### src/rtl/lfsr_run_stats_pkg.sv
// Shared types and defaults for the LFSR run-statistics block.
package lfsr_run_stats_pkg;

    localparam int unsigned CwDefault = 20;

    typedef enum logic [0:0] {
        StArm     = 1'b0,
        StMeasure = 1'b1
    } state_e;

endpackage

### src/rtl/lfsr_run_stats_if.sv
// Sample/handshake bundle between an upstream LFSR, the stats block and its consumer.
interface lfsr_run_stats_if
    import lfsr_run_stats_pkg::*;
#(
    parameter int unsigned CW = CwDefault
);
    logic          sh_en;
    logic          msb;
    logic          max_tick;
    logic          res_ready;
    logic          res_valid;
    logic          overrun;
    logic [CW-1:0] run_count;
    logic [CW-1:0] longest_one;
    logic [CW-1:0] longest_zero;
    logic [CW-1:0] period_len;

    modport master (
        output sh_en, msb, max_tick, res_ready,
        input  res_valid, overrun, run_count, longest_one, longest_zero, period_len
    );

    modport slave (
        input  sh_en, msb, max_tick, res_ready,
        output res_valid, overrun, run_count, longest_one, longest_zero, period_len
    );
endinterface

### src/rtl/lfsr_run_stats_run_tracker.sv
// Tracks the current run and the longest 1/0 runs seen so far in a period.
module lfsr_run_stats_run_tracker
    import lfsr_run_stats_pkg::*;
#(
    parameter int unsigned CW = CwDefault
) (
    input  logic          clk,
    input  logic          rst,
    input  logic          sample,
    input  logic          first,
    input  logic          bit_in,
    input  logic          close,
    output logic [1:0]    run_ends,
    output logic [CW-1:0] longest_one,
    output logic [CW-1:0] longest_zero
);
    logic [CW-1:0] cur_len_q, cur_len_d, len_b;
    logic [CW-1:0] lo_q, lo_d, lo_a;
    logic [CW-1:0] lz_q, lz_d, lz_a;
    logic          prev_bit_q, prev_bit_d;
    logic          change;

    always_comb begin
        change = !first && (bit_in != prev_bit_q);

        // Longest values after closing the run that this bit terminates.
        lo_a = lo_q;
        lz_a = lz_q;
        if (change) begin
            if (prev_bit_q) begin
                if (cur_len_q > lo_q) lo_a = cur_len_q;
            end else if (cur_len_q > lz_q) begin
                lz_a = cur_len_q;
            end
        end

        if (first || change) begin
            len_b = CW'(1);
        end else if (cur_len_q == {CW{1'b1}}) begin
            len_b = cur_len_q;
        end else begin
            len_b = cur_len_q + CW'(1);
        end

        // On the end-of-period bit the run holding this bit is closed as well.
        longest_one  = lo_a;
        longest_zero = lz_a;
        if (close) begin
            if (bit_in) begin
                if (len_b > lo_a) longest_one = len_b;
            end else if (len_b > lz_a) begin
                longest_zero = len_b;
            end
        end

        run_ends = {1'b0, change} + {1'b0, close};

        cur_len_d  = cur_len_q;
        prev_bit_d = prev_bit_q;
        lo_d       = lo_q;
        lz_d       = lz_q;
        if (sample) begin
            if (close) begin
                cur_len_d  = '0;
                prev_bit_d = 1'b0;
                lo_d       = '0;
                lz_d       = '0;
            end else begin
                cur_len_d  = len_b;
                prev_bit_d = bit_in;
                lo_d       = lo_a;
                lz_d       = lz_a;
            end
        end
    end

    always_ff @(posedge clk) begin
        if (rst) begin
            cur_len_q  <= '0;
            prev_bit_q <= 1'b0;
            lo_q       <= '0;
            lz_q       <= '0;
        end else begin
            cur_len_q  <= cur_len_d;
            prev_bit_q <= prev_bit_d;
            lo_q       <= lo_d;
            lz_q       <= lz_d;
        end
    end

endmodule

### src/rtl/lfsr_run_stats.sv
// Measures run statistics over each LFSR period and publishes them through a valid/ready hold.
module lfsr_run_stats
    import lfsr_run_stats_pkg::*;
#(
    parameter int unsigned CW = CwDefault
) (
    input logic             clk,
    input logic             rst,
    lfsr_run_stats_if.slave bus
);
    state_e        state_q, state_d;
    logic          first_q, first_d;
    logic [CW-1:0] runs_q, runs_d;
    logic [CW-1:0] len_q, len_d;
    logic [CW-1:0] run_count_q, run_count_d;
    logic [CW-1:0] longest_one_q, longest_one_d;
    logic [CW-1:0] longest_zero_q, longest_zero_d;
    logic [CW-1:0] period_len_q, period_len_d;
    logic          valid_q, valid_d;
    logic          overrun_q, overrun_d;

    logic          sample, close;
    logic [1:0]    run_ends;
    logic [CW-1:0] longest_one_nx, longest_zero_nx;
    logic [CW-1:0] len_sum, runs_sum;
    logic [CW:0]   runs_wide;

    assign sample = bus.sh_en && (state_q == StMeasure);
    assign close  = sample && bus.max_tick;

    lfsr_run_stats_run_tracker #(
        .CW (CW)
    ) u_tracker (
        .clk          (clk),
        .rst          (rst),
        .sample       (sample),
        .first        (first_q),
        .bit_in       (bus.msb),
        .close        (close),
        .run_ends     (run_ends),
        .longest_one  (longest_one_nx),
        .longest_zero (longest_zero_nx)
    );

    always_comb begin
        len_sum   = (len_q == {CW{1'b1}}) ? len_q : len_q + CW'(1);
        runs_wide = {1'b0, runs_q} + {{(CW - 1){1'b0}}, run_ends};
        runs_sum  = runs_wide[CW] ? {CW{1'b1}} : runs_wide[CW-1:0];

        state_d        = state_q;
        first_d        = first_q;
        runs_d         = runs_q;
        len_d          = len_q;
        run_count_d    = run_count_q;
        longest_one_d  = longest_one_q;
        longest_zero_d = longest_zero_q;
        period_len_d   = period_len_q;

        unique case (state_q)
            StArm: begin
                if (bus.sh_en && bus.max_tick) state_d = StMeasure;
            end
            StMeasure: begin
                if (sample) begin
                    first_d = close;
                    runs_d  = close ? '0 : runs_sum;
                    len_d   = close ? '0 : len_sum;
                end
            end
        endcase

        if (close) begin
            run_count_d    = runs_sum;
            longest_one_d  = longest_one_nx;
            longest_zero_d = longest_zero_nx;
            period_len_d   = len_sum;
        end

        // A fresh publication always wins over a same-cycle acknowledge.
        if (close) begin
            valid_d = 1'b1;
        end else if (bus.res_ready) begin
            valid_d = 1'b0;
        end else begin
            valid_d = valid_q;
        end
        overrun_d = overrun_q | (close & valid_q & ~bus.res_ready);
    end

    always_ff @(posedge clk) begin
        if (rst) begin
            state_q        <= StArm;
            first_q        <= 1'b1;
            runs_q         <= '0;
            len_q          <= '0;
            run_count_q    <= '0;
            longest_one_q  <= '0;
            longest_zero_q <= '0;
            period_len_q   <= '0;
            valid_q        <= 1'b0;
            overrun_q      <= 1'b0;
        end else begin
            state_q        <= state_d;
            first_q        <= first_d;
            runs_q         <= runs_d;
            len_q          <= len_d;
            run_count_q    <= run_count_d;
            longest_one_q  <= longest_one_d;
            longest_zero_q <= longest_zero_d;
            period_len_q   <= period_len_d;
            valid_q        <= valid_d;
            overrun_q      <= overrun_d;
        end
    end

    assign bus.res_valid    = valid_q;
    assign bus.overrun      = overrun_q;
    assign bus.run_count    = run_count_q;
    assign bus.longest_one  = longest_one_q;
    assign bus.longest_zero = longest_zero_q;
    assign bus.period_len   = period_len_q;

endmodule

### src/flat_wrapper.sv
// flat-port wrapper written by rule: the top's interface ports become plain ports
module lfsr_run_stats_flat import lfsr_run_stats_pkg::*;
#(
    parameter int unsigned CW = CwDefault
)
  (clk, rst, bus_sh_en, bus_msb, bus_max_tick, bus_res_ready, bus_res_valid, bus_overrun, bus_run_count, bus_longest_one, bus_longest_zero, bus_period_len);
  lfsr_run_stats_if #(.CW(CW)) bus_i ();
  input logic clk;
  input logic rst;
  input wire logic [$bits(bus_i.sh_en)-1:0] bus_sh_en;
  input wire logic [$bits(bus_i.msb)-1:0] bus_msb;
  input wire logic [$bits(bus_i.max_tick)-1:0] bus_max_tick;
  input wire logic [$bits(bus_i.res_ready)-1:0] bus_res_ready;
  output wire logic [$bits(bus_i.res_valid)-1:0] bus_res_valid;
  output wire logic [$bits(bus_i.overrun)-1:0] bus_overrun;
  output wire logic [$bits(bus_i.run_count)-1:0] bus_run_count;
  output wire logic [$bits(bus_i.longest_one)-1:0] bus_longest_one;
  output wire logic [$bits(bus_i.longest_zero)-1:0] bus_longest_zero;
  output wire logic [$bits(bus_i.period_len)-1:0] bus_period_len;
  assign bus_i.sh_en = bus_sh_en;
  assign bus_i.msb = bus_msb;
  assign bus_i.max_tick = bus_max_tick;
  assign bus_i.res_ready = bus_res_ready;
  assign bus_res_valid = bus_i.res_valid;
  assign bus_overrun = bus_i.overrun;
  assign bus_run_count = bus_i.run_count;
  assign bus_longest_one = bus_i.longest_one;
  assign bus_longest_zero = bus_i.longest_zero;
  assign bus_period_len = bus_i.period_len;
  lfsr_run_stats #(.CW(CW)) u_core (.clk(clk), .rst(rst), .bus(bus_i));
endmodule
### config.mk
export PLATFORM = sky130hd
export DESIGN_NAME = lfsr_run_stats_flat
export DESIGN_NICKNAME = d
export VERILOG_FILES = /design/src/rtl/lfsr_run_stats_pkg.sv /design/src/rtl/lfsr_run_stats_if.sv /design/src/rtl/lfsr_run_stats_run_tracker.sv /design/src/rtl/lfsr_run_stats.sv /design/src/flat_wrapper.sv
export SDC_FILE = /design/constraint.sdc
export NUM_CORES = 1
export LEC_CHECK = 0
export ABC_AREA = 1
export CORE_ASPECT_RATIO = 0.6
export CORE_MARGIN = 1.5
export CORE_UTILIZATION = 50
export DETAILED_ROUTE_END_ITERATION = 16
export PLACE_DENSITY_LB_ADDON = 0.25
export SYNTH_ARGS = -nofsm -noshare
export SYNTH_HDL_FRONTEND = slang
export SYNTH_SLANG_ARGS = --single-unit
export TNS_END_PERCENT = 20
### constraint.sdc
create_clock -name clk -period 4.3 [get_ports clk]
set_clock_uncertainty 0.2 [all_clocks]
set_input_delay 0.86 -clock clk [delete_from_list [all_inputs] [get_ports clk]]
set_output_delay 0.86 -clock clk [all_outputs]
set_load 0.03 [all_outputs]
After elaboration in Yosys (flattened, before gate mapping)
Cells that the tools add are included.
{"block": "op_classes", "addsub": 4, "n_reduce_logical": 8, "bitwise_logic": 4, "eq_ne": 3, "n_div": 0, "mul": 0, "n_lt_le_gt_ge": 4, "n_shift": 0, "n_mux": 24}
{"operator": "two-way mux 20 bit", "n": 19}
{"operator": "> comparator 20 bit", "n": 4}
{"operator": "adder 20 x 1 -> 20 bit (second input constant)", "n": 2}
{"operator": "== test 20 bit (second input constant)", "n": 2}
{"operator": "adder 20 x 2 -> 21 bit", "n": 1}
{"operator": "two-way mux 1 bit", "n": 5}
{"operator": "logical AND 1 bit", "n": 4}
{"operator": "adder 1 x 1 -> 2 bit", "n": 1}
{"operator": "AND 1 bit", "n": 2}
{"operator": "AND reduction 2 bit", "n": 1}
{"operator": "nonzero test 2 bit", "n": 1}
{"operator": "zero test 1 bit", "n": 1}
{"operator": "logical OR 1 bit", "n": 1}
{"operator": "!= test 1 bit", "n": 1}
{"operator": "NOT 1 bit", "n": 1}
{"operator": "bitwise OR 1 bit", "n": 1}
{"block": "word_totals", "elab_cells": 61, "mem_count": 0, "romBits": 0, "ff_bits": 185, "latchBits": 0, "ramBits": 0}

Depth between registers and ports, before layout
{"block": "depth", "ltp_word": 7, "mapped_depth": 29}

Cells and area by module
Synthesis repeated with hierarchy kept, for this count alone.
{"block": "hier_totals", "cells_unflattened": 1591, "hier_area_um2": 11074.4}
{"module": "lfsr_run_stats_run_tracker", "seq_area_each_um2": 1221.2, "n_inst": 1, "cells_each": 921, "area_each_um2": 5786.8}
{"module": "lfsr_run_stats", "seq_area_each_um2": 2482.4, "n_inst": 1, "cells_each": 670, "area_each_um2": 5287.6}

Worst setup path before layout
Ideal clock, no wire load.
{"block": "synth_path", "path_kind": "input to register", "startpoint": "in bus_msb", "endpoint": "reg u_core.longest_zero_q[10], in the netlist u_core.bus.longest_zero[10]", "required_ns": 3.986, "n_path_buf": 3, "path_slack_ns": 0.523, "t_arrival_ns": 3.464, "setup_ns": 0.114, "stages": 22, "cell_sequence": "xnor2_1 nor2_1 nand2_1 a21oi_1 nand2_1 clkbuf_1 clkbuf_1 nand2_1 o21ai_0 ha_1 a21oi_1 nand3b_1 a21oi_1 a2111oi_0 nand2_1 inv_2 nand2_2 nand2_2 buf_6 nand2_1 nand3_1 nand2_1"}
{"block": "synth_via", "elab_chain_cells": 7, "word_cells_on_any_way": 8}
{"item": "from (decl)", "line_no": "flat_wrapper.sv:11", "source": "input wire logic [$bits(bus_i.msb)-1:0] bus_msb;"}
{"item": "!= test 1 bit", "line_no": "lfsr_run_stats_run_tracker.sv:24", "source": "change = !first && (bit_in != prev_bit_q);"}
{"item": "logical AND 1 bit", "line_no": "lfsr_run_stats_run_tracker.sv:24"}
{"item": "logical OR 1 bit", "line_no": "lfsr_run_stats_run_tracker.sv:37", "source": "if (first || change) begin"}
{"item": "two-way mux 20 bit", "line_no": "lfsr_run_stats_run_tracker.sv:37"}
{"item": "> comparator 20 bit", "line_no": "lfsr_run_stats_run_tracker.sv:51", "source": "end else if (len_b > lz_a) begin"}
{"item": "two-way mux 20 bit", "line_no": "lfsr_run_stats_run_tracker.sv:51"}
{"item": "two-way mux 20 bit (*)", "line_no": "lfsr_run_stats_run_tracker.sv:49", "source": "if (bit_in) begin"}
{"item": "to (signal assigned)", "line_no": "lfsr_run_stats.sv:109", "source": "longest_zero_q <= longest_zero_d;"}
{"item": "to (decl)", "line_no": "lfsr_run_stats.sv:17", "source": "logic [CW-1:0] longest_zero_q, longest_zero_d;"}
Every way passes the cells marked *; elsewhere a longest branch is shown, timed or not.
A chain may end at the register's enable or synchronous reset.

Worst setup path in the final report
{"block": "layout_path", "startpoint": "reg u_core.u_tracker.cur_len_q[0]", "endpoint": "reg u_core.longest_zero_q[5], in the netlist u_core.bus.longest_zero[5]"}
{"block": "layout_via", "elab_chain_cells": 7, "word_cells_on_any_way": 11}
{"item": "from (decl)", "line_no": "lfsr_run_stats_run_tracker.sv:17", "source": "logic [CW-1:0] cur_len_q, cur_len_d, len_b;"}
{"item": "from (signal assigned)", "line_no": "lfsr_run_stats_run_tracker.sv:84", "source": "cur_len_q <= cur_len_d;"}
{"item": "> comparator 20 bit", "line_no": "lfsr_run_stats_run_tracker.sv:32", "source": "end else if (cur_len_q > lz_q) begin"}
{"item": "two-way mux 20 bit", "line_no": "lfsr_run_stats_run_tracker.sv:32"}
{"item": "two-way mux 20 bit", "line_no": "lfsr_run_stats_run_tracker.sv:30", "source": "if (prev_bit_q) begin"}
{"item": "two-way mux 20 bit", "line_no": "lfsr_run_stats_run_tracker.sv:29", "source": "if (change) begin"}
{"item": "> comparator 20 bit", "line_no": "lfsr_run_stats_run_tracker.sv:51"}
{"item": "two-way mux 20 bit", "line_no": "lfsr_run_stats_run_tracker.sv:51"}
{"item": "two-way mux 20 bit (*)", "line_no": "lfsr_run_stats_run_tracker.sv:49"}
Marks and branches as above.

==> results.json <==
{
  "hold_viol": 0,
  "drtAntennaViolNets": 0,
  "via_per_inst": 5.40,
  "track_usage_pct": 30.2,
  "cts_root_buffer": "clkbuf_16",
  "core_area_um2": 21000,
  "max_stage_delay_ns": 0.38,
  "hold_depth": 2,
  "synth_seq_cells": 185,
  "crit_path_start_kind": "flop",
  "drv_cap": 0,
  "cp.arrival_ns": 4.27,
  "io_pins": 88,
  "start_util_pct": 51.0,
  "min_period_over_period_pct": 96.1,
  "dpl.hpwl_mm": 24.7,
  "rows": 41,
  "crit_path_end_kind": "flop",
  "grt-busiest-layer": "met1",
  "wl_per_cell_um": 16.5,
  "clockBufferDepth": 2,
  "netlist_area_um2": 10700,
  "die_h_um": 116,
  "wirelength_mm": 33.2,
  "grt_pass1_wl_mm": 51.7,
  "drive_gt1_share_pct": 11.0,
  "powerDensity_nw_per_um2": 262,
  "synth_cells": 1578,
  "drtPass1Iterations": 5,
  "use_met1_pct": 46.0,
  "clkTransAtPathRegs_ns": 0.07,
  "reg2regPathDepth": 25,
  "clk_latency_ns": 0.45,
  "port_buffers": 87,
  "met2_usage_pct": 39.8,
  "syn_avg_cell_area_um2": 6.78,
  "slew_violations": 0,
  "antenna_found_initial": 0,
  "grt_pass1_vias": 9613,
  "yosysWarnings": 0,
  "ys_dominant_reg_cell": "dfxtp_1",
  "vias": 10872,
  "fmax_mhz": 242,
  "regArea_um2": 3720,
  "ys_seq_area_share_pct": 34.6,
  "crit_cells": 25,
  "syn_nets": 1666,
  "cts_made_buffers": 17,
  "worst_pin_slew_ns": 1.19,
  "maxSlewHeadroom_pct": 20.7,
  "crit_path_max_fanout": 16,
  "synthToLayoutAreaGrowth_pct": 23.1,
  "slowest_stage": "dfxtp_2",
  "nets": 1809,
  "die_w_um": 192,
  "fill_cells": 1933,
  "stdcell_count": 2013,
  "hold_buffers": 0,
  "globalRouteMet3Util_pct": 10.6,
  "cts_max_level": 4,
  "clock_sinks": 185,
  "hp-class": "reg -> reg",
  "num_antenna_cells": 0,
  "p_leak_uw": 0.00608,
  "drt-initial-drc-count": 1157,
  "ir_drop_uv": 291,
  "fin_ws_ns": 0.168,
  "ys_types": 46,
  "place_inst": 1979,
  "outcome": "finished, final reports clean",
  "path_class": "reg -> reg",
  "period_needed_ns": 4.13,
  "die-area_um2": 22300,
  "drc": 0,
  "async_flop_share_pct": 0,
  "multi_input_area_um2": 6040,
  "crit_family": "simple AND/OR/NAND/NOR gates",
  "required_ns": 4.44,
  "cts_tree": "yes",
  "routabilityCongestion": 0.976,
  "grt_overflow_total": 0,
  "cp.buffers_inverters": 6,
  "synth-edff-count": 0,
  "total_power_uw": 3450,
  "grt_max_degree": 104,
  "pre_cts_ws_ns": -0.333,
  "finalSetupViolations": 0
}
-- repair_timing --
item,CTS,global route
cloned,0,0
pin swaps,0,9
setup endpoints to repair,20,41
gates resized for setup,1,28
setup buffers,0,2
-- metal layers --
layer  share of wire, %  up-vias
met5                  0        -
li1                   -     5428
met1                 50     5003
met2                 37      415
met3                 12       26
met4               0.88        0
-- cell usage after synthesis, types with 3 or more instances --
cell type    n  share of area, %
nand2_1    460                16
dfxtp_1    185                35
inv_1      180               6.3
nor2_1     118               4.1
nand3_1    114               5.3
a21oi_1    100               4.7
o21ai_0     90               4.2
ha_1        81               9.5
clkbuf_1    51               1.8
o22ai_1     37               2.2
nor3_1      21              0.98
xor2_1      21               1.7
a22o_1      16               1.3
nand4_1     14              0.82
xnor2_1     13               1.1
buf_2        8              0.37
a2bb2oi_1    6              0.49
inv_2        6              0.21
nand2_2      6              0.35
nor4_1       6              0.35
buf_4        5              0.35
buf_1        4              0.14
buf_6        4              0.42
o211ai_1     3              0.21
-- final timing paths --
path | slack, ns | start | to
worst max-delay path | 0.17 | u_core.u_tracker.cur_len_q[0]$_SDFFE_PP0P_ | u_core.bus.longest_zero[5]$_SDFFE_PP0P_
worst max register to register | 0.17 | u_core.u_tracker.cur_len_q[0]$_SDFFE_PP0P_ | u_core.bus.longest_zero[5]$_SDFFE_PP0P_
worst min-delay path | 0.25 | u_core.bus.run_count[0]$_SDFFE_PP0P_ | u_core.bus.run_count[0]$_SDFFE_PP0P_
worst min register to register | 0.25 | u_core.bus.run_count[0]$_SDFFE_PP0P_ | u_core.bus.run_count[0]$_SDFFE_PP0P_
-- cell usage in the layout, fill, tap and decap left out, drive strengths merged, types with 21 or more instances in the layout --
master / count
buf: 110
o21ai: 92
a21oi: 100
o22ai: 37
nor2: 119
nand3: 116
dfxtp: 185
inv: 189
ha: 81
nand2: 466
clkdlybuf4s50: 85
xor2: 21
nor3: 23
-- logic make-up after synthesis --
group	count (synthesis)	share of synthesized area, %
XOR/XNOR	34	2.78
adder cells (fa/ha/maj)	82	9.66
flip-flops	185	34.6
buffers and inverters	260	9.67
AO/OA/AOI/OAI	265	14.0
AND/OR/NAND/NOR	752	29.3
-- layout make-up --
class | instances | share of cell area (%)
inverters | 188 | 5.36
flip-flops and latches | 185 | 28.2
clock buffers | 20 | 3.39
clock inverters | 12 | 0.884
well taps | 279 | 2.65
repair buffers | 196 | 13.6
multi-input cells | 1133 | 45.9
-- worst register-to-register path: cells and delay by family (launching register included) --
| family | cells | cell delay (ns) |
|---|---|---|
| AOI/OAI and AO/OA | 1 | 0.23 |
| adders and majority gates | 1 | 0.32 |
| buffers and inverters | 6 | 0.69 |
| DFF | 1 | 0.38 |
| and+or+nand+nor | 17 | 2.20 |
-- power by group --
group	leakage (uW)	internal [uW]	switching, uW
logic	0.00431	59.8	126
clock network	0.000277	821	713
registers	0.00150	1720	5.22
-- per-stage QoR --
step | setup TNS, ns | instance area, um^2 | utilization [%] | hold slack (ns)
detailed placement | -8.63 | 12500 | 59.6 | 0.239
global placement | -6.59 | 12500 | 59.6 | 0.238
finish | 0 | 13200 | 62.8 | 0.254
CTS | 0 | 13100 | 62.3 | 0.253
floorplan | 0 | 10700 | - | 0.237
global route | -0.119 | 13200 | 62.8 | 0.273
-- state kept, by name, summed over array words and instances, names as in the netlist --
| name | cells |
|---|---|
| u_core.bus.longest_one | 20 |
| u_core.bus.longest_zero | 20 |
| u_core.bus.overrun | 1 |
| u_core.bus.period_len | 20 |
| u_core.bus.res_valid | 1 |
| u_core.bus.run_count | 20 |
| u_core.first_q | 1 |
| u_core.len_q | 20 |
| u_core.runs_q | 20 |
| u_core.state_q | 1 |
| u_core.u_tracker.cur_len_q | 20 |
| u_core.u_tracker.lo_q | 20 |
| u_core.u_tracker.lz_q | 20 |
| u_core.u_tracker.prev_bit_q | 1 |
(Power assumes the default switching activity.)
